## config.mk

```make
export PLATFORM = sky130hd
export DESIGN_NAME = pkt_mux_arb_flat
export DESIGN_NICKNAME = d
export VERILOG_FILES = /design/src/rtl/noc_pkg.sv /design/src/rtl/pkt_mux_arb_if.sv /design/src/rtl/rr_arbiter.sv /design/src/rtl/pkt_mux_arb.sv /design/src/flat_wrapper.sv
export SDC_FILE = /design/constraint.sdc
export NUM_CORES = 1
export LEC_CHECK = 0
export CAP_MARGIN = 10
export CELL_PAD_IN_SITES_DETAIL_PLACEMENT = 1
export CELL_PAD_IN_SITES_GLOBAL_PLACEMENT = 2
export CORE_MARGIN = 3
export CORE_UTILIZATION = 21
export DETAILED_ROUTE_END_ITERATION = 6
export GPL_ROUTABILITY_DRIVEN = 0
export GPL_TIMING_DRIVEN = 0
export PLACE_DENSITY_LB_ADDON = 0.2
export SYNTH_ARGS = -nofsm -noshare
export SYNTH_HDL_FRONTEND = slang
export SYNTH_SLANG_ARGS = --single-unit
export TNS_END_PERCENT = 30
```

## constraint.sdc

```tcl
create_clock -name clk -period 6.4 [get_ports clk]
set_input_delay 0.64 -clock clk [delete_from_list [all_inputs] [get_ports clk]]
set_output_delay 0.64 -clock clk [all_outputs]
set_load 0.02 [all_outputs]
```

## src/rtl/noc_pkg.sv

```systemverilog
// Flit type codes and FSM state encoding shared by the router output stage.
package noc_pkg;
  localparam int TYPEW = 2;

  localparam logic [TYPEW-1:0] TYPE_NONE = 2'd0;
  localparam logic [TYPEW-1:0] TYPE_HEAD = 2'd1;
  localparam logic [TYPEW-1:0] TYPE_DATA = 2'd2;
  localparam logic [TYPEW-1:0] TYPE_TAIL = 2'd3;

  typedef enum logic [0:0] {IDLE = 1'b0, LOCKED = 1'b1} state_t;

  function automatic logic is_head(input logic [TYPEW-1:0] t);
    return t == TYPE_HEAD;
  endfunction

  function automatic logic is_tail(input logic [TYPEW-1:0] t);
    return t == TYPE_TAIL;
  endfunction
endpackage

```

## src/rtl/pkt_mux_arb_if.sv

```systemverilog
// Flit input ports, output link and status of the N:1 packet mux.
interface pkt_mux_arb_if #(
  parameter int NPORT = 4,
  parameter int FLITW = 66,
  parameter int VCHW  = 2,
  parameter int CNTW  = 16
);
  logic [NPORT*FLITW-1:0] idata;
  logic [NPORT-1:0]       ivalid;
  logic [NPORT*VCHW-1:0]  ivch;
  logic [NPORT-1:0]       iready;
  logic [NPORT-1:0]       sel;
  logic [FLITW-1:0]       odata;
  logic                   ovalid;
  logic [VCHW-1:0]        ovch;
  logic                   oready;
  logic [NPORT-1:0]       grant;
  logic                   err_stray;
  logic [CNTW-1:0]        pkt_cnt;

  modport slave (
    input  idata, ivalid, ivch, sel, oready,
    output iready, odata, ovalid, ovch, grant, err_stray, pkt_cnt
  );

  modport master (
    output idata, ivalid, ivch, sel, oready,
    input  iready, odata, ovalid, ovch, grant, err_stray, pkt_cnt
  );
endinterface

```

## src/rtl/rr_arbiter.sv

```systemverilog
// Combinational round-robin arbiter: first request at or after ptr, modulo NPORT.
module rr_arbiter #(
  parameter int NPORT = 4,
  parameter int PW    = 2
) (
  input  logic [NPORT-1:0] req,
  input  logic [PW-1:0]    ptr,
  output logic [NPORT-1:0] gnt
);
  always_comb begin
    logic found;
    gnt   = '0;
    found = 1'b0;
    for (int i = 0; i < NPORT; i++) begin
      for (int k = 0; k < NPORT; k++) begin
        if (!found && req[k] && k == (int'(ptr) + i) % NPORT) begin
          gnt[k] = 1'b1;
          found  = 1'b1;
        end
      end
    end
  end
endmodule

```

## src/rtl/pkt_mux_arb.sv

```systemverilog
// N:1 wormhole packet mux: grant locked HEAD..TAIL, registered output with valid/ready.
module pkt_mux_arb #(
  parameter int NPORT = 4,
  parameter int PAYW  = 64,
  parameter int TYPEW = noc_pkg::TYPEW,
  parameter int VCHW  = 2,
  parameter int MODE  = 0,
  parameter int CNTW  = 16
) (
  input  logic         clk,
  input  logic         rst,
  pkt_mux_arb_if.slave bus
);
  import noc_pkg::*;

  localparam int FLITW = TYPEW + PAYW;
  localparam int PW    = (NPORT > 1) ? $clog2(NPORT) : 1;

  state_t           state, state_nx;
  logic [NPORT-1:0] owner;
  logic [PW-1:0]    rr_ptr, owner_idx;
  logic [NPORT-1:0] req, tail_vec, stray, rr_gnt, win, iready_c, acc_vec;
  logic             can_load, sel_ok, acc, acc_tail;
  logic [FLITW-1:0] acc_flit;
  logic [VCHW-1:0]  acc_vch;

  for (genvar k = 0; k < NPORT; k++) begin : g_port
    logic [TYPEW-1:0] pt;
    assign pt          = bus.idata[k*FLITW+PAYW +: TYPEW];
    assign req[k]      = bus.ivalid[k] & is_head(pt);
    assign tail_vec[k] = is_tail(pt);
    // non-HEAD traffic on a port that does not own the output is drained
    assign stray[k]    = bus.ivalid[k] & ~is_head(pt) & ~owner[k];
  end

  rr_arbiter #(.NPORT(NPORT), .PW(PW)) u_rr (
    .req (req),
    .ptr (rr_ptr),
    .gnt (rr_gnt)
  );

  assign sel_ok   = $onehot(bus.sel) && |(bus.sel & req);
  assign win      = (MODE == 1) ? (sel_ok ? bus.sel : '0) : rr_gnt;
  assign can_load = ~bus.ovalid | bus.oready;
  assign acc      = |acc_vec;

  always_comb begin
    state_nx = state;
    iready_c = stray;
    acc_vec  = '0;
    acc_tail = 1'b0;
    case (state)
      IDLE: begin
        iready_c = stray | (win & {NPORT{can_load}});
        acc_vec  = win & bus.ivalid & {NPORT{can_load}};
        if (|acc_vec) state_nx = LOCKED;
      end
      LOCKED: begin
        iready_c = stray | (owner & {NPORT{can_load}});
        acc_vec  = owner & bus.ivalid & {NPORT{can_load}};
        acc_tail = |(acc_vec & tail_vec);
        if (acc_tail) state_nx = IDLE;
      end
      default: state_nx = IDLE;
    endcase
  end

  always_comb begin
    acc_flit  = '0;
    acc_vch   = '0;
    owner_idx = '0;
    for (int k = 0; k < NPORT; k++) begin
      if (acc_vec[k]) begin
        acc_flit = bus.idata[k*FLITW +: FLITW];
        acc_vch  = bus.ivch[k*VCHW +: VCHW];
      end
      if (owner[k]) owner_idx = PW'(k);
    end
  end

  assign bus.iready = iready_c;
  assign bus.grant  = owner;

  always_ff @(posedge clk or posedge rst) begin
    if (rst) state <= IDLE;
    else     state <= state_nx;
  end

  always_ff @(posedge clk or posedge rst) begin
    if (rst) begin
      owner         <= '0;
      rr_ptr        <= '0;
      bus.pkt_cnt   <= '0;
      bus.err_stray <= 1'b0;
    end else begin
      bus.err_stray <= |stray;
      if (state == IDLE && acc) begin
        owner <= acc_vec;
      end else if (acc_tail) begin
        owner       <= '0;
        rr_ptr      <= (owner_idx == PW'(NPORT-1)) ? '0 : owner_idx + 1'b1;
        bus.pkt_cnt <= bus.pkt_cnt + 1'b1;
      end
    end
  end

  always_ff @(posedge clk or posedge rst) begin
    if (rst) begin
      bus.odata  <= '0;
      bus.ovch   <= '0;
      bus.ovalid <= 1'b0;
    end else if (acc) begin
      bus.odata  <= acc_flit;
      bus.ovch   <= acc_vch;
      bus.ovalid <= 1'b1;
    end else if (bus.oready) begin
      bus.ovalid <= 1'b0;
    end
  end
endmodule

```

## src/flat_wrapper.sv

```systemverilog
// flat-port wrapper written by rule: the top's interface ports become plain ports
module pkt_mux_arb_flat import noc_pkg::*;
#(
  parameter int NPORT = 4,
  parameter int PAYW  = 64,
  parameter int TYPEW = noc_pkg::TYPEW,
  parameter int VCHW  = 2,
  parameter int MODE  = 0,
  parameter int CNTW  = 16
)
  (clk, rst, bus_idata, bus_ivalid, bus_ivch, bus_sel, bus_oready, bus_iready, bus_odata, bus_ovalid, bus_ovch, bus_grant, bus_err_stray, bus_pkt_cnt);
  pkt_mux_arb_if #(.NPORT(NPORT), .FLITW((TYPEW + PAYW)), .VCHW(VCHW), .CNTW(CNTW)) bus_i ();
  input  logic clk;
  input  logic rst;
  input wire logic [$bits(bus_i.idata)-1:0] bus_idata;
  input wire logic [$bits(bus_i.ivalid)-1:0] bus_ivalid;
  input wire logic [$bits(bus_i.ivch)-1:0] bus_ivch;
  input wire logic [$bits(bus_i.sel)-1:0] bus_sel;
  input wire logic [$bits(bus_i.oready)-1:0] bus_oready;
  output wire logic [$bits(bus_i.iready)-1:0] bus_iready;
  output wire logic [$bits(bus_i.odata)-1:0] bus_odata;
  output wire logic [$bits(bus_i.ovalid)-1:0] bus_ovalid;
  output wire logic [$bits(bus_i.ovch)-1:0] bus_ovch;
  output wire logic [$bits(bus_i.grant)-1:0] bus_grant;
  output wire logic [$bits(bus_i.err_stray)-1:0] bus_err_stray;
  output wire logic [$bits(bus_i.pkt_cnt)-1:0] bus_pkt_cnt;
  assign bus_i.idata = bus_idata;
  assign bus_i.ivalid = bus_ivalid;
  assign bus_i.ivch = bus_ivch;
  assign bus_i.sel = bus_sel;
  assign bus_i.oready = bus_oready;
  assign bus_iready = bus_i.iready;
  assign bus_odata = bus_i.odata;
  assign bus_ovalid = bus_i.ovalid;
  assign bus_ovch = bus_i.ovch;
  assign bus_grant = bus_i.grant;
  assign bus_err_stray = bus_i.err_stray;
  assign bus_pkt_cnt = bus_i.pkt_cnt;
  pkt_mux_arb #(.NPORT(NPORT), .PAYW(PAYW), .TYPEW(TYPEW), .VCHW(VCHW), .MODE(MODE), .CNTW(CNTW)) u_core (.clk(clk), .rst(rst), .bus(bus_i));
endmodule
```

==> Word-level counts from Yosys, hierarchy flattened <==
Index checks and enable logic that the tools add are counted.
{ "classes": {"add_sub_neg": 5, "n_eq_ne": 21, "n_mux": 52, "bitwise_logic": 36, "reduce_logical": 61} }
{ "ops": {"columns": ["op", "count"], "rows": [
  ["$mux W66", 4],
  ["$logic_not A32 Y1", 4],
  ["$mux W1", 36],
  ["$logic_and A1 B1 Y1", 32],
  ["$and A4 B4 Y4", 7],
  ["$eq A3 B3 Y1 const A", 6],
  ["$add A16 B1 Y16 const B", 1],
  ["$pmux W4 S2", 2],
  ["$reduce_or A4 Y1", 4],
  ["$logic_not A1 Y1", 15],
  ["$mux W2", 7],
  ["$and A1 B1 Y1", 12],
  ["$not A1 Y1", 11],
  ["$eq A2 B2 Y1 const B", 5],
  ["$eq A2 B3 Y1 const A", 3],
  ["$eq A2 B1 Y1 const B", 4],
  ["$mux W4", 2],
  ["$or A4 B4 Y4", 2],
  ["$reduce_or A2 Y1", 3],
  ["$add A2 B1 Y2 const B", 2],
  ["$add A2 B2 Y2 const B", 2],
  ["$eq A2 B2 Y1 const A", 2],
  ["$reduce_bool A2 Y1", 2],
  ["$and A1 B1 Y1 const A", 3],
  ["4 further kinds", 4]
]} }
{ "word_totals": {"regBits": 93} }

==> Depth between registers and ports, before layout <==
Gate-level depths: netlist of the first run.
{ "depth": {"depth_word": 71, "depth_mapped": 11, "ltp_nobuf": 6} }

==> Cells and area by module <==
Synthesis of the first run repeated with hierarchy kept, for this count alone.
{ "hier_totals": {"cells_unflattened": 624, "hier_area_um2": 5455.2} }
{ "modules_own_cells": {"columns": ["mod", "instances", "cells_per_inst", "area_each_um2"], "rows": [
  ["pkt_mux_arb", 1, 607, 5352.6],
  ["rr_arbiter", 1, 17, 102.6]
]} }

==> Worst setup path after synthesis of the first run <==
OpenSTA, ideal clock, no wires.
{ "synth_timing": {"path_type": "in2reg", "startpoint": "in bus_ivalid[1]", "endpoint": "reg u_core.bus.odata[17]", "setup_ns": 0.129, "t_arrival_ns": 2.605, "required_ns": 6.271, "setup_slack_ns": 3.666, "stages": 11, "n_path_buf": 5, "path_cell_list": "clkbuf_1 -> nand3b_1 -> and4_1 -> a32o_1 -> clkbuf_1 -> a221oi_2 -> nand2b_1 -> buf_2 -> buf_4 -> buf_4 -> o31ai_1"} }
{ "synth_between": {"elab_chain_cells": 64, "elab_cells_between_ends": 84} }
{ "synth_rtl": {"columns": ["element", "line", "source"], "rows": [
  ["from (decl)", "flat_wrapper.sv:16", "input wire logic [$bits(bus_i.ivalid)-1:0] bus_ivalid;"],
  ["$and A1 B1 Y1", "pkt_mux_arb.sv:30", "assign req[k] = bus.ivalid[k] & is_head(pt);"],
  ["$logic_and A1 B1 Y1 (2 in series)", "rr_arbiter.sv:16", "if (!found && req[k] && k == (int'(ptr) + i) % NPORT) begin"],
  ["$mux W1", "rr_arbiter.sv:16", null],
  ["$logic_not A1 Y1", "rr_arbiter.sv:16", null],
  ["$logic_and A1 B1 Y1 (2 in series)", "rr_arbiter.sv:16", null],
  ["$mux W1", "rr_arbiter.sv:16", null],
  ["$logic_not A1 Y1", "rr_arbiter.sv:16", null],
  ["$logic_and A1 B1 Y1 (2 in series)", "rr_arbiter.sv:16", null],
  ["(+42 left out)", null, null],
  ["$logic_and A1 B1 Y1 (2 in series)", "rr_arbiter.sv:16", null],
  ["$mux W1", "rr_arbiter.sv:16", null],
  ["$logic_not A1 Y1", "rr_arbiter.sv:16", null],
  ["$logic_and A1 B1 Y1 (2 in series)", "rr_arbiter.sv:16", null],
  ["$mux W1", "rr_arbiter.sv:16", null],
  ["$and A4 B4 Y4 (2 in series)", "pkt_mux_arb.sv:55", "acc_vec = win & bus.ivalid & {NPORT{can_load}};"],
  ["$pmux W4 S2 (*)", "pkt_mux_arb.sv:52", "case (state)"],
  ["$reduce_or A4 Y1 or $mux W66 (tied branches)", "pkt_mux_arb.sv:45, pkt_mux_arb.sv:73", null],
  ["to (signal assigned)", "pkt_mux_arb.sv:113", "bus.odata <= acc_flit;"],
  ["to (decl)", "pkt_mux_arb_if.sv:23", "output iready, odata, ovalid, ovch, grant, err_stray, pkt_cnt"]
]} }
Mark *: on every way between the ends. The rest lies on a longest branch, timed or not.
A chain may end at the register's enable or synchronous reset.

==> Final worst setup path of the first run <==
{ "layout_timing": {"startpoint": "in bus_ivalid[3]", "endpoint": "out bus_iready[1]"} }
{ "layout_between": {"elab_chain_cells": 47, "elab_cells_between_ends": 49} }
{ "layout_rtl": {"columns": ["element", "line", "source"], "rows": [
  ["$and A1 B1 Y1 (*)", "pkt_mux_arb.sv:30", null],
  ["$logic_and A1 B1 Y1 (2 in series)", "rr_arbiter.sv:16", null],
  ["$mux W1", "rr_arbiter.sv:16", null],
  ["$logic_not A1 Y1", "rr_arbiter.sv:16", null],
  ["$logic_and A1 B1 Y1 (2 in series)", "rr_arbiter.sv:16", null],
  ["$mux W1", "rr_arbiter.sv:16", null],
  ["$logic_not A1 Y1", "rr_arbiter.sv:16", null],
  ["$logic_and A1 B1 Y1 (2 in series)", "rr_arbiter.sv:16", null],
  ["(+26 left out)", null, null],
  ["$logic_and A1 B1 Y1 (2 in series)", "rr_arbiter.sv:16", null],
  ["$mux W1", "rr_arbiter.sv:16", null],
  ["$logic_not A1 Y1", "rr_arbiter.sv:16", null],
  ["$logic_and A1 B1 Y1 (2 in series)", "rr_arbiter.sv:16", null],
  ["$mux W1 (*)", "rr_arbiter.sv:16", null],
  ["$and A4 B4 Y4 (*)", "pkt_mux_arb.sv:54", "iready_c = stray | (win & {NPORT{can_load}});"],
  ["$or A4 B4 Y4 (*)", "pkt_mux_arb.sv:54", null],
  ["$pmux W4 S2 (*)", "pkt_mux_arb.sv:52", null],
  ["to (decl)", "flat_wrapper.sv:20", "output wire logic [$bits(bus_i.iready)-1:0] bus_iready;"]
]} }
Marks and branches as above.

==> impl_table.tex, run 1 <==
\begin{tabular}{lr}
\hline
Metric & Value \\
\hline
\multicolumn{2}{l}{\textbf{Outcome}} \\
\quad Run status & complete, no violations \\
\multicolumn{2}{l}{\textbf{Power and ir drop}} \\
\quad Standby leakage power & 0.00386 uW \\
\quad Switching component of the power & 1660 uW \\
\quad Combinational group share of total power & 58.9\% \\
\quad Part of the power in registers & 26.3\% \\
\quad Maximum vdd drop & 0.136 mV \\
\quad Part of the power in the clock network & 14.8\% \\
\quad Internal power consumption & 2080 uW \\
\quad Net switching share of the total power & 44.5\% \\
\quad Power density of the placed cells & 369 nW/um\^{}2 \\
\multicolumn{2}{l}{\textbf{Detailed routing}} \\
\quad DRT iter0 DRCs & 350 \\
\quad Count of unresolved DRC violations after routing & 0 \\
\quad Post-Route WL & 30,700 um \\
\quad Routed Antenna Nets & 0 \\
\quad Via Count & 6,751 \\
\quad Initial DRT Pass Iterations & 4 \\
\quad Detailed-route vias per instance & 4.98 \\
\quad Routed len/inst & 22.6 um \\
\multicolumn{2}{l}{\textbf{Synth}} \\
\quad Number of warning messages in the yosys log & 0 \\
\quad XOR/XNOR Fraction of Synth Area & 2.31\% \\
\quad FFs w/ async S/R, synth & 100\% \\
\quad Post-synth design cell area & 5680 sq um \\
\quad Largest family of logic cells by synthesized area & compound AO/OA/AOI/OAI gates \\
\quad Multiplexer share of the synthesized area & 0.198\% \\
\quad Synthesized-area fraction occupied by and/or/nand/nor cells & 20.0\% \\
\quad Post-synthesis instance total & 631 \\
\quad Most instantiated flip-flop cell in the synthesis netlist & dfrtp\_1 \\
\quad Proportion of synthesized chip area in sequential cells & 41.0\% \\
\quad Synth Register Bits & 93 \\
\quad Synthesized-area fraction occupied by ao, oa, aoi and oai cells & 31.0\% \\
\quad Number of enable-type register cells in the synthesized netlist & 0 \\
\quad Cell variety after synth & 42 \\
\quad Synthesized net count & 915 \\
\quad Average size of a mapped cell & 9.00 sq um \\
\quad Synth Area in Adders & 0.220\% \\
\multicolumn{2}{l}{\textbf{Min path}} \\
\quad Tightest Hold Check Type & register to register \\
\multicolumn{2}{l}{\textbf{Layout}} \\
\quad Final Util & 38.5\% \\
\quad Final standard cell count with taps included and fillers excluded & 1,355 \\
\quad Fill cells & 3,064 \\
\quad Synth-to-layout area growth & 78.3\% \\
\quad Fin nets & 1,297 \\
\quad Share of final-layout standard cells stronger than drive strength 1 & 3.83\% \\
\multicolumn{2}{l}{\textbf{GRT}} \\
\quad Pin count of the biggest net entering global routing & 48 \\
\quad Sum of overflow across all layers after global routing & 0 \\
\quad Via count of the first global-routing pass & 7,319 \\
\quad GRT Total Usage & 20.5\% \\
\quad Antenna violations before repair & 4 \\
\quad Wire length of the first global-routing pass & 45,400 um \\
\multicolumn{2}{l}{\textbf{Placement}} \\
\quad Post-placement setup slack & 2.29 ns \\
\quad Half-perimeter wire length of the detailed placement result & 24,100 um \\
\quad Number of instances in the placed design & 1,337 \\
\quad Port Buf Inserts & 370 \\
\multicolumn{2}{l}{\textbf{Timing}} \\
\quad Worst setup slack after layout & 2.63 ns \\
\quad Minimum period implied by the final worst setup slack & 3.77 ns \\
\quad Worst clock skew & 0.0164 ns \\
\quad Setup repair after global routing missed its margin & no \\
\quad Relative slew margins & 30.8\% \\
\quad Highest clock frequency the design can meet & 0.266 GHz \\
\quad Final setup fails & 0 \\
\quad Transition time at the pin with the least slew margin & 1.03 ns \\
\quad Sum Neg Setup Slack & 0 ns \\
\quad Fin. max-slew vios & 0 \\
\quad Fin crit share & 58.8\% \\
\quad Hold Violations, Final & 0 \\
\multicolumn{2}{l}{\textbf{Worst setup path}} \\
\quad Maximum fanout along the worst path & 6 \\
\quad Capturing element type of the critical path & primary output \\
\quad CP required & 5.76 ns \\
\quad Worst path arrival time & 3.13 ns \\
\quad CP startpoint kind & primary input \\
\quad Class of the most critical setup path & primary input to primary output \\
\multicolumn{2}{l}{\textbf{Clock tree}} \\
\quad Later-pin clock latency in the skew report & 0.35 ns \\
\quad Clock Tree Buf Depth & 2 \\
\quad Maximum level of the CTS H-tree & 3 \\
\quad Clk pin slew, worst setup/hold paths & 0.08 ns \\
\quad Root buf cell & clkbuf\_16 \\
\quad Post-CTS Setup Inserts & 0 \\
\quad CTS buffer count & 9 \\
\quad CTS tree & done \\
\quad Hold-fix buffers at CTS & 0 \\
\quad Sink Count & 93 \\
\quad CTS resizes & 0 \\
\multicolumn{2}{l}{\textbf{Die}} \\
\quad Ports placed on the boundary & 377 \\
\quad Area of the placeable core & 26,300 sq um \\
\quad Die area & 29,000 sq um \\
\quad Die outline width & 170 um \\
\quad Die height & 170 um \\
\quad Starting utilization of the core area & 21.6\% \\
\quad Placement row count & 59 \\
\multicolumn{2}{l}{\textbf{Flow run}} \\
\quad Total of max-cap violations & 0 \\
\hline
\end{tabular}
## cell families after synthesis
group / Yosys count
AO/OA/AOI/OAI: 232
XOR/XNOR: 15
adder cells (fa/ha/maj): 1
buffers and inverters: 71
flip-flops: 93
multiplexers: 1
AND/OR/NAND/NOR: 218
## metrics by stage
| step | cell area (sq um) | hold WS [ns] | total power [uW] |
|---|---|---|---|
| 3_5_place_dp | 9830 | 0.470 | 3220 |
| 5_1_grt | 10100 | 0.514 | 3980 |
| 2_1_floorplan | 5680 | 0.547 | 2120 |
| 6_report | 10100 | 0.475 | 3740 |
| 3_3_place_gp | 9800 | 0.460 | 3210 |
| 4_1_cts | 10100 | 0.481 | 3800 |
## path summary, 6_finish.rpt
path                       depth (start not counted)  slack (ns)                                  to                          startpoint
max                                                7        2.63                       bus_iready[1]                       bus_ivalid[3]
min                                                1        0.48  u_core.bus.pkt_cnt[15]$_DFFE_PP0P_  u_core.bus.pkt_cnt[15]$_DFFE_PP0P_
max reg2reg                                        9        3.13    u_core.bus.odata[26]$_DFFE_PP0P_       u_core.bus.ovalid$_DFFE_PP0P_
min reg2reg                                        1        0.48  u_core.bus.pkt_cnt[15]$_DFFE_PP0P_  u_core.bus.pkt_cnt[15]$_DFFE_PP0P_
max in group asynchronous                          3        4.94      u_core.bus.ovch[1]$_DFFE_PP0P_                                 rst
min in group asynchronous                          2        0.74   u_core.bus.pkt_cnt[7]$_DFFE_PP0P_                                 rst
## cell type report
class | count | area, sq um | share of cell area, %
clock buffers | 12 | 256 | 2.53
multi-input cells | 467 | 3050 | 30.1
diodes | 2 | 5.00 | 0.0494
clock inverters | 4 | 30.0 | 0.297
repair buffers | 371 | 3730 | 36.9
plain buffers | 66 | 280 | 2.77
flip-flops and latches | 93 | 2330 | 23.0
inverters | 5 | 21.3 | 0.210
well taps | 335 | 419 | 4.14
## synth_stat cells, drive strengths merged (2+ instances only)
cell type | instances | area [sq um]
o21ai | 3 | 15.0
dfrtp | 93 | 2330
nor2 | 78 | 293
o21a | 2 | 15.0
nand3 | 10 | 50.1
o31ai | 72 | 541
clkbuf | 48 | 180
nand4 | 11 | 68.8
a221oi | 68 | 602
a31oi | 71 | 444
a21oi | 4 | 20.0
nand2 | 22 | 82.6
nand4bb | 2 | 22.5
a32o | 3 | 30.0
and3b | 2 | 17.5
a22oi | 2 | 15.0
o41ai | 3 | 45.1
xnor2 | 10 | 87.6
xor2 | 5 | 43.8
inv | 5 | 18.8
nor4bb | 2 | 20.0
buf | 18 | 100
nand3b | 7 | 52.6
and2 | 69 | 432
nand2b | 8 | 50.1
## state kept, by name, summed over array words and instances, names as in the netlist
signal and count:
u_core.bus.pkt_cnt 16, u_core.bus.ovalid 1, u_core.bus.ovch 2, u_core.state 1, u_core.bus.grant 4, u_core.rr_ptr 2
u_core.bus.odata 66, u_core.bus.err_stray 1
## power groups by stage
stage | clock network, uW | logic (uW) | registers, uW
3_5_place_dp | 0 | 2230 | 992
5_1_grt | 589 | 2380 | 1010
4_1_cts | 573 | 2240 | 984
3_3_place_gp | 0 | 2230 | 982
2_1_floorplan | 0 | 884 | 1240
6_report | 553 | 2200 | 982
## worst max-delay path: stages
cell and delay (ns):
clkdlybuf4s50_1 0.51, and3b_1 0.24, clkbuf_1 0.18, o21a_1 0.26, o41ai_4 0.53, nand2b_1 0.17
clkdlybuf4s50_1 0.60
## placed cells by master, fill, tap and decap left out, drive strengths merged, types with 4 or more instances in the layout
cell           instances
clkdlybuf4s50        370
dfrtp                 93
nor2                  78
o31ai                 72
a31oi                 71
and2                  69
a221oi                68
clkbuf                60
nand2                 22
buf                   19
nand4                 11
nand3                 10
xnor2                 10
nand2b                 8
nand3b                 7
inv                    6
xor2                   5
a21oi                  4
## routing by layer
metal	share of wire (%)	GRT usage, %	vias up
li1	-	-	3193
met1	41	25.1	3301
met2	52	36.6	231
met3	5.9	4.62	22
met4	1.4	4.55	4
met5	0.072	0	-
No activity file was read; power rests on OpenSTA's default activity.
==> inputs of run 2 (changes only) <==
--- a/config.mk
+++ b/config.mk
@@ -9,7 +9,7 @@
 export CELL_PAD_IN_SITES_DETAIL_PLACEMENT = 1
 export CELL_PAD_IN_SITES_GLOBAL_PLACEMENT = 2
 export CORE_MARGIN = 3
-export CORE_UTILIZATION = 21
+export CORE_UTILIZATION = 17
 export DETAILED_ROUTE_END_ITERATION = 6
 export GPL_ROUTABILITY_DRIVEN = 0
 export GPL_TIMING_DRIVEN = 0
==> constraint.sdc (replaced) <==
create_clock -name clk -period 3.38 [get_ports clk]
set_input_delay 0.338 -clock clk [delete_from_list [all_inputs] [get_ports clk]]
set_output_delay 0.338 -clock clk [all_outputs]
set_load 0.02 [all_outputs]
==> run 2 against run 1 <==
Sequential cell count unchanged. Cell count increased by 8.4%. Final area increased by 2.9%. Critical path type is now primary input to register. Largest cell class unchanged. Largest power group unchanged.
==> impl_table.tex, run 2 (synthesis results as in run 1) <==
\begin{tabular}{lr}
\hline
Metric & Value \\
\hline
\multicolumn{2}{l}{\textbf{Timing}} \\
\quad Fin crit share & 94.4\% \\
\quad Final setup fails & 0 (unchanged) \\
\quad Worst clock skew & 0.0141 ns (was 0.0164 ns) \\
\quad Transition time at the pin with the least slew margin & 0.857 ns (was 1.03 ns) \\
\quad Minimum period implied by the final worst setup slack & 3.19 ns \\
\quad Highest clock frequency the design can meet & 0.313 GHz \\
\quad Hold Violations, Final & 0 (unchanged) \\
\quad Relative slew margins & 42.1\% (was 30.8\%) \\
\quad Worst hold slack & 0.393 ns (was 0.475 ns) \\
\quad Fin. max-slew vios & 0 (unchanged) \\
\quad Sum Neg Setup Slack & 0 ns (unchanged) \\
\multicolumn{2}{l}{\textbf{Worst setup path}} \\
\quad Maximum fanout along the worst path & 10 (was 6) \\
\quad Class of the most critical setup path & primary input to register (was primary input to primary output) \\
\quad CP required & 3.64 ns (was 5.76 ns) \\
\quad CP startpoint kind & primary input (unchanged) \\
\quad Worst path arrival time & 3.45 ns (was 3.13 ns) \\
\quad R2R Setup Slk & 0.41 ns (was 3.13 ns) \\
\quad Reg-to-Reg Start & u\_core.rr\_ptr[1]\$\_DFFE\_PP0P\_ (was u\_core.bus.ovalid\$\_DFFE\_PP0P\_) \\
\quad Capturing element type of the critical path & register (was primary output) \\
\quad R2R cell count & 10 (was 9) \\
\quad Crit Reg-Reg Endpoint & u\_core.bus.odata[16]\$\_DFFE\_PP0P\_ (was u\_core.bus.odata[26]\$\_DFFE\_PP0P\_) \\
\multicolumn{2}{l}{\textbf{Placement}} \\
\quad Number of instances in the placed design & 1,444 (was 1,337) \\
\quad Port Buf Inserts & 370 (unchanged) \\
\quad Half-perimeter wire length of the detailed placement result & 25,500 um (was 24,100 um) \\
\multicolumn{2}{l}{\textbf{Layout}} \\
\quad Final Util & 31.9\% (was 38.5\%) \\
\quad Fin nets & 1,303 (was 1,297) \\
\quad Most frequent cells in the layout & clkdlybuf4s50\_1, dfrtp\_1, nor2\_1 (unchanged) \\
\quad Synth-to-layout area growth & 83.5\% (was 78.3\%) \\
\quad Register ranked first by flip-flop count & u\_core.bus.odata (unchanged) \\
\quad Commonest non-fill, non-tap cell in the layout & clkdlybuf4s50\_1 (unchanged) \\
\quad Final standard cell count with taps included and fillers excluded & 1,469 (was 1,355) \\
\quad Max reg flops & 66 (unchanged) \\
\quad Share of final-layout standard cells stronger than drive strength 1 & 5.66\% (was 3.83\%) \\
\multicolumn{2}{l}{\textbf{Detailed routing}} \\
\quad Routed Antenna Nets & 0 (unchanged) \\
\quad Via Count & 6,765 (was 6,751) \\
\quad Count of unresolved DRC violations after routing & 0 (unchanged) \\
\quad DRT iter0 DRCs & 267 (was 350) \\
\quad Initial DRT Pass Iterations & 4 (unchanged) \\
\quad Post-Route WL & 32,800 um (was 30,700 um) \\
\quad Routed len/inst & 22.3 um (was 22.6 um) \\
\quad Detailed-route vias per instance & 4.61 (was 4.98) \\
\multicolumn{2}{l}{\textbf{Die}} \\
\quad Die area & 35,600 sq um (was 29,000 sq um) \\
\quad Die outline width & 189 um (was 170 um) \\
\quad Die height & 189 um (was 170 um) \\
\quad Starting utilization of the core area & 17.4\% (was 21.6\%) \\
\quad Placement row count & 66 (was 59) \\
\quad Ports placed on the boundary & 377 (unchanged) \\
\quad Area of the placeable core & 32,700 sq um (was 26,300 sq um) \\
\multicolumn{2}{l}{\textbf{Clock tree}} \\
\quad Sink Count & 93 (unchanged) \\
\quad CTS buffer count & 9 (unchanged) \\
\quad Later-pin clock latency in the skew report & 0.36 ns (was 0.35 ns) \\
\quad Maximum level of the CTS H-tree & 3 (unchanged) \\
\quad Clock Tree Buf Depth & 2 (unchanged) \\
\quad Root buf cell & clkbuf\_16 (unchanged) \\
\quad Clk pin slew, worst setup/hold paths & 0.08 ns (about the same) \\
\quad Hold-fix buffers at CTS & 0 (unchanged) \\
\quad CTS tree & done (unchanged) \\
\multicolumn{2}{l}{\textbf{GRT}} \\
\quad Antenna violations before repair & 6 (was 4) \\
\quad Sum of overflow across all layers after global routing & 0 (unchanged) \\
\quad Pin count of the biggest net entering global routing & 51 (was 48) \\
\quad Via count of the first global-routing pass & 7,408 (was 7,319) \\
\quad GRT Total Usage & 17.8\% (was 20.5\%) \\
\quad Wire length of the first global-routing pass & 48,100 um (was 45,400 um) \\
\multicolumn{2}{l}{\textbf{Power and ir drop}} \\
\quad Post-layout power & 7350 uW (was 3740 uW) \\
\quad Power density of the placed cells & 705 nW/um\^{}2 (was 369 nW/um\^{}2) \\
\quad Standby leakage power & 0.00395 uW (was 0.00386 uW) \\
\quad Maximum vdd drop & 0.261 mV (was 0.136 mV) \\
\multicolumn{2}{l}{\textbf{Outcome}} \\
\quad Run status & complete, no violations (unchanged) \\
\multicolumn{2}{l}{\textbf{Flow run}} \\
\quad Total of max-cap violations & 0 (unchanged) \\
\multicolumn{2}{l}{\textbf{Min path}} \\
\quad Tightest Hold Check Type & primary input to asynchronous set/reset pin (was register to register) \\
\hline
\end{tabular}
==> run 2: cell count changes in the layout (fill, tap and decap cells not counted), moves of 2 or more <==
cell,delta
inv_8,+2
buf_4,+7
clkbuf_1,-10
inv_6,+2
clkbuf_8,-2
buf_12,+2
clkbuf_2,+6
==> run 2: repair_timing <==
item | CTS | global route
endpoints found under the setup margin | 60 | 62
resized for setup | 5 | 12
setup buffers | 0 | 9
pin swaps | 0 | 1
==> run 2: power by group <==
part / total [uW] / internal, uW / leakage (uW) / switching (uW)
clock: 1140 / 595 / 0.000154 / 544
sequential: 1850 / 1560 / 0.00124 / 285
combinational: 4360 / 1910 / 0.00256 / 2450
total: 7350 / 4060 / 0.00395 / 3280
==> run 2: worst max-delay path by stage <==
stage	slack, ns	from	cells past startpoint	endpoint
after floorplan	0.62	rst	1	u_core.bus.err_stray$_DFF_PP0_
after global placement	-1.67	rst	2	u_core.bus.odata[41]$_DFFE_PP0P_
after detailed placement	-0.65	bus_idata[196]	9	u_core.bus.odata[23]$_DFFE_PP0P_
after CTS	0.01	bus_idata[131]	9	u_core.bus.odata[16]$_DFFE_PP0P_
after global routing	-0.05	bus_idata[131]	11	u_core.bus.odata[28]$_DFFE_PP0P_
final	0.19	bus_idata[131]	11	u_core.bus.odata[23]$_DFFE_PP0P_
==> run 2: cell type report <==
class,count,area [sq um]
Fill cell,3800,22300
Timing Repair Buffer,380,3820
Multi-Input combinational cell,467,3090
Sequential cell,93,2330
Tap cell,442,553
Buffer,63,279
Clock buffer,9,225
Clock inverter,7,87.6
Inverter,5,23.8
Antenna cell,3,7.51
==> run 2: metal layers <==
metal,part of all wire [%],track usage [%],up-vias
li1,-,-,3214
met1,42,21.8,3324
met2,51,31.7,197
met3,6.0,4.39,24
met4,1.2,3.98,6
met5,0.11,0,-
==> run 2: critical path, cell delays in order <==
cell             delay [ns]
clkdlybuf4s50_1        0.56
nand3b_1               0.37
a22oi_1                0.19
o41ai_1                0.73
a221oi_4               0.14
buf_12                 0.18
nand2b_1               0.13
buf_2                  0.17
buf_4                  0.19
buf_4                  0.19
o31ai_1                0.25
==> run 2: per-stage QoR <==
stage	setup slack, ns	cell area (sq um)
after detailed placement	-0.653	9970
after CTS	0.0147	10300
final	0.188	10400
after global placement	-1.67	9930
after global routing	-0.0472	10400
after floorplan	0.622	5680
==> variant (config.mk and constraints of run 1) <==
`NPORT` is set to 4 in 4 places; all go to 8.
--- a/src/rtl/pkt_mux_arb_if.sv
+++ b/src/rtl/pkt_mux_arb_if.sv
@@ -2,3 +2,3 @@
 interface pkt_mux_arb_if #(
-  parameter int NPORT = 4,
+  parameter int NPORT = 8,
   parameter int FLITW = 66,
--- a/src/rtl/rr_arbiter.sv
+++ b/src/rtl/rr_arbiter.sv
@@ -2,3 +2,3 @@
 module rr_arbiter #(
-  parameter int NPORT = 4,
+  parameter int NPORT = 8,
   parameter int PW    = 2
--- a/src/rtl/pkt_mux_arb.sv
+++ b/src/rtl/pkt_mux_arb.sv
@@ -2,3 +2,3 @@
 module pkt_mux_arb #(
-  parameter int NPORT = 4,
+  parameter int NPORT = 8,
   parameter int PAYW  = 64,
--- a/src/flat_wrapper.sv
+++ b/src/flat_wrapper.sv
@@ -3,3 +3,3 @@
 #(
-  parameter int NPORT = 4,
+  parameter int NPORT = 8,
   parameter int PAYW  = 64,
Ports: changed (6 resized); port bits go from 377 to 665. No check against the original RTL was run, so the function may have changed too.
==> variant against run 1 <==
Combinational power increased to 2.6 times the old value; sequential cell count increased by 5; count of clock-buffer cells in the layout decreased by 3; cell area increased by 79%; non-clock buffer count increased by 360; synthesized cell count increased by 120%; wire length increased to 2.7 times the old value; critical path depth increased by 6; critical path type unchanged; area after synthesis increased by 82%; power increased by 100%; first-iteration DRC count increased to 2.9 times the old value; setup slack got worse by 2300 ps; clock power increased by 7.8%.
==> variant: results (changes against run 1) <==
* Synth area leaders: sky130_fd_sc_hd__dfrtp_1 (24%), sky130_fd_sc_hd__a31oi_1 (8.5%), sky130_fd_sc_hd__a221o_1 (6.5%), sky130_fd_sc_hd__nand2_1 (6.5%), sky130_fd_sc_hd__o221a_2 (5.3%)
* Via count of the first global-routing pass at 15800 (+120%)
* Number of synthesis warnings at 0 (unchanged)
* R2r startpoint: u_core.rr_ptr[1]
* Final setup skew at 8.94 ps (-7.46 ps)
* Top cells by count, synth: sky130_fd_sc_hd__nand2_1 (178), sky130_fd_sc_hd__a31oi_1 (141), sky130_fd_sc_hd__nor2_1 (101)
* Hold EP: u_core.bus.pkt_cnt[15]
* CTS H-Tree Depth at 3 (unchanged)
* Critical Path Fanout Max at 10 (+4)
* Worst-Skew Late Latency at 400 ps (+50 ps)
* Net count after synthesis at 1928 (+110%)
* Cell count after placement at 2673 (+100%)
* Worst hold-check path type: register to register
* DR iter-0 viols at 1003 (+190%)
* Run status: finished, final reports clean
* Worst R2R Path Depth at 16 (+7)
* Worst setup path endpoint: bus_iready[2]
* Port Buffers at 656 (+77%)
* Fin nets at 2596 (+100%)
* Sequential cell area fraction in the yosys report at 23.7% (-17 points)
* WS Path Type: input port to primary output
* Global-route wire length before repair at 115 mm (+150%)
* Fraction of layout cells with a size suffix above 1 at 7.67% (+3.8 points)
* Net load switching power at 3940 uW (+140%)
* Global-route usage over all layers at 30.0% (+9.5 points)
* Largest net degree at the start of global routing at 51 (+6.3%)
* Per-cell via count in the routed design at 5.54 (+11%)
* Gate count of the mapped netlist at 1360 (+120%)
* Reg-to-reg endpoint: u_core.bus.odata[54]
* VDD IR max at 0.000146 V (+7.5%)
* Worst rel slew slack at 33.9% (+3.1 points)
* Total Routed Length at 81.5 mm (+170%)
* Number of search-and-repair iterations in the first detailed-routing pass at 5 (+1)
* Maximum capacitance violations at 0 (unchanged)
* Max Buffers Root-to-Sink at 2 (unchanged)
* Register name with the most flops: u_core.bus.odata
* Number of clock buffers inserted by TritonCTS at 9 (unchanged)
* Resized Gates After CTS at 0 (unchanged)
* Beginning of the worst hold path: u_core.bus.pkt_cnt[15]
* Number of antenna violations at the first check in global routing at 13 (+9)
* Total vias in the final route at 15000 (+120%)
* Clock tree root driver cell: sky130_fd_sc_hd__clkbuf_16
* HPWL reported at the end of detailed placement at 66.6 mm (+180%)
* Slack of the worst reg-to-reg path at 870 ps (-2260 ps)
* First element of the critical path: bus_idata[131]
* Unique masters post-synth at 91 (+120%)
* Leakage power summed over all cells at 0.00645 uW (+67%)
* Data arrival time of the worst path at 5450 ps (+2320 ps)
variant: cell count changes after synthesis, sizes merged, moves of 23 or more:
cell,change
nand2,+157
o221a,+68
a221oi,-65
a31oi,+71
clkbuf,+33
o21a,+68
nor2,+23
o21ai,+90
and2,-64
nand3,+76
buf,+41
a221o,+67
variant: routing by layer:
metal	part of all wire (%)	wire [um]	global-route usage (%)
met5	0.071	58	0
met3	7.5	6120	7.83
met1	39	31700	34.2
met4	3.1	2500	9.69
met2	50	41200	54.2
variant: power by group through the flow:
stage / sequential (uW) / clock, uW / combinational, uW
6_report: 1140 / 596 / 5730
5_1_grt: 1180 / 637 / 6160
4_1_cts: 1140 / 618 / 5750
3_5_place_dp: 1150 / 0 / 5730
3_3_place_gp: 1140 / 0 / 5670
2_1_floorplan: 1420 / 0 / 2960
variant: worst max-delay path, stage by stage:
cell	delay (ps)
sky130_fd_sc_hd__clkdlybuf4s50_1	610
sky130_fd_sc_hd__nand3b_1	470
sky130_fd_sc_hd__nor3_1	470
sky130_fd_sc_hd__nor3b_2	200
sky130_fd_sc_hd__and3_1	270
sky130_fd_sc_hd__buf_6	160
sky130_fd_sc_hd__nand2_1	100
sky130_fd_sc_hd__o31ai_1	120
sky130_fd_sc_hd__a211oi_2	750
sky130_fd_sc_hd__clkbuf_2	480
sky130_fd_sc_hd__buf_2	440
sky130_fd_sc_hd__o21ai_0	160
sky130_fd_sc_hd__clkdlybuf4s50_1	560
variant: metrics by stage:
stage | hold WS [ps] | area (um^2) | power (uW) | setup WS, ps
floorplan | 582 | 10400 | 4380 | 2300
global placement | 466 | 17700 | 6810 | 118
detailed placement | 469 | 17800 | 6880 | 62.9
CTS | 481 | 18100 | 7510 | 65.8
global route | 514 | 18100 | 7970 | 101
finish | 480 | 18100 | 7470 | 309
variant: area by class of cell:
class                           instances  area [um^2]
Multi-Input combinational cell       1101         7150
Buffer                                140          688
Clock inverter                          7         62.6
Tap cell                              656          821
Sequential cell                        98         2450
Antenna cell                           10         25.0
Fill cell                            5838        30100
Timing Repair Buffer                  657         6590
Clock buffer                            9          225
Inverter                               21         83.8
variant: cells by family after synthesis:
group	after synthesis	synth area share (%)
AO/OA/AOI/OAI	600	44.7
XOR/XNOR	15	1.27
adder cells (fa/ha/maj)	5	0.604
buffers and inverters	161	7.39
flip-flops	98	23.7
multiplexers	1	0.0966
AND/OR/NAND/NOR	480	22.3
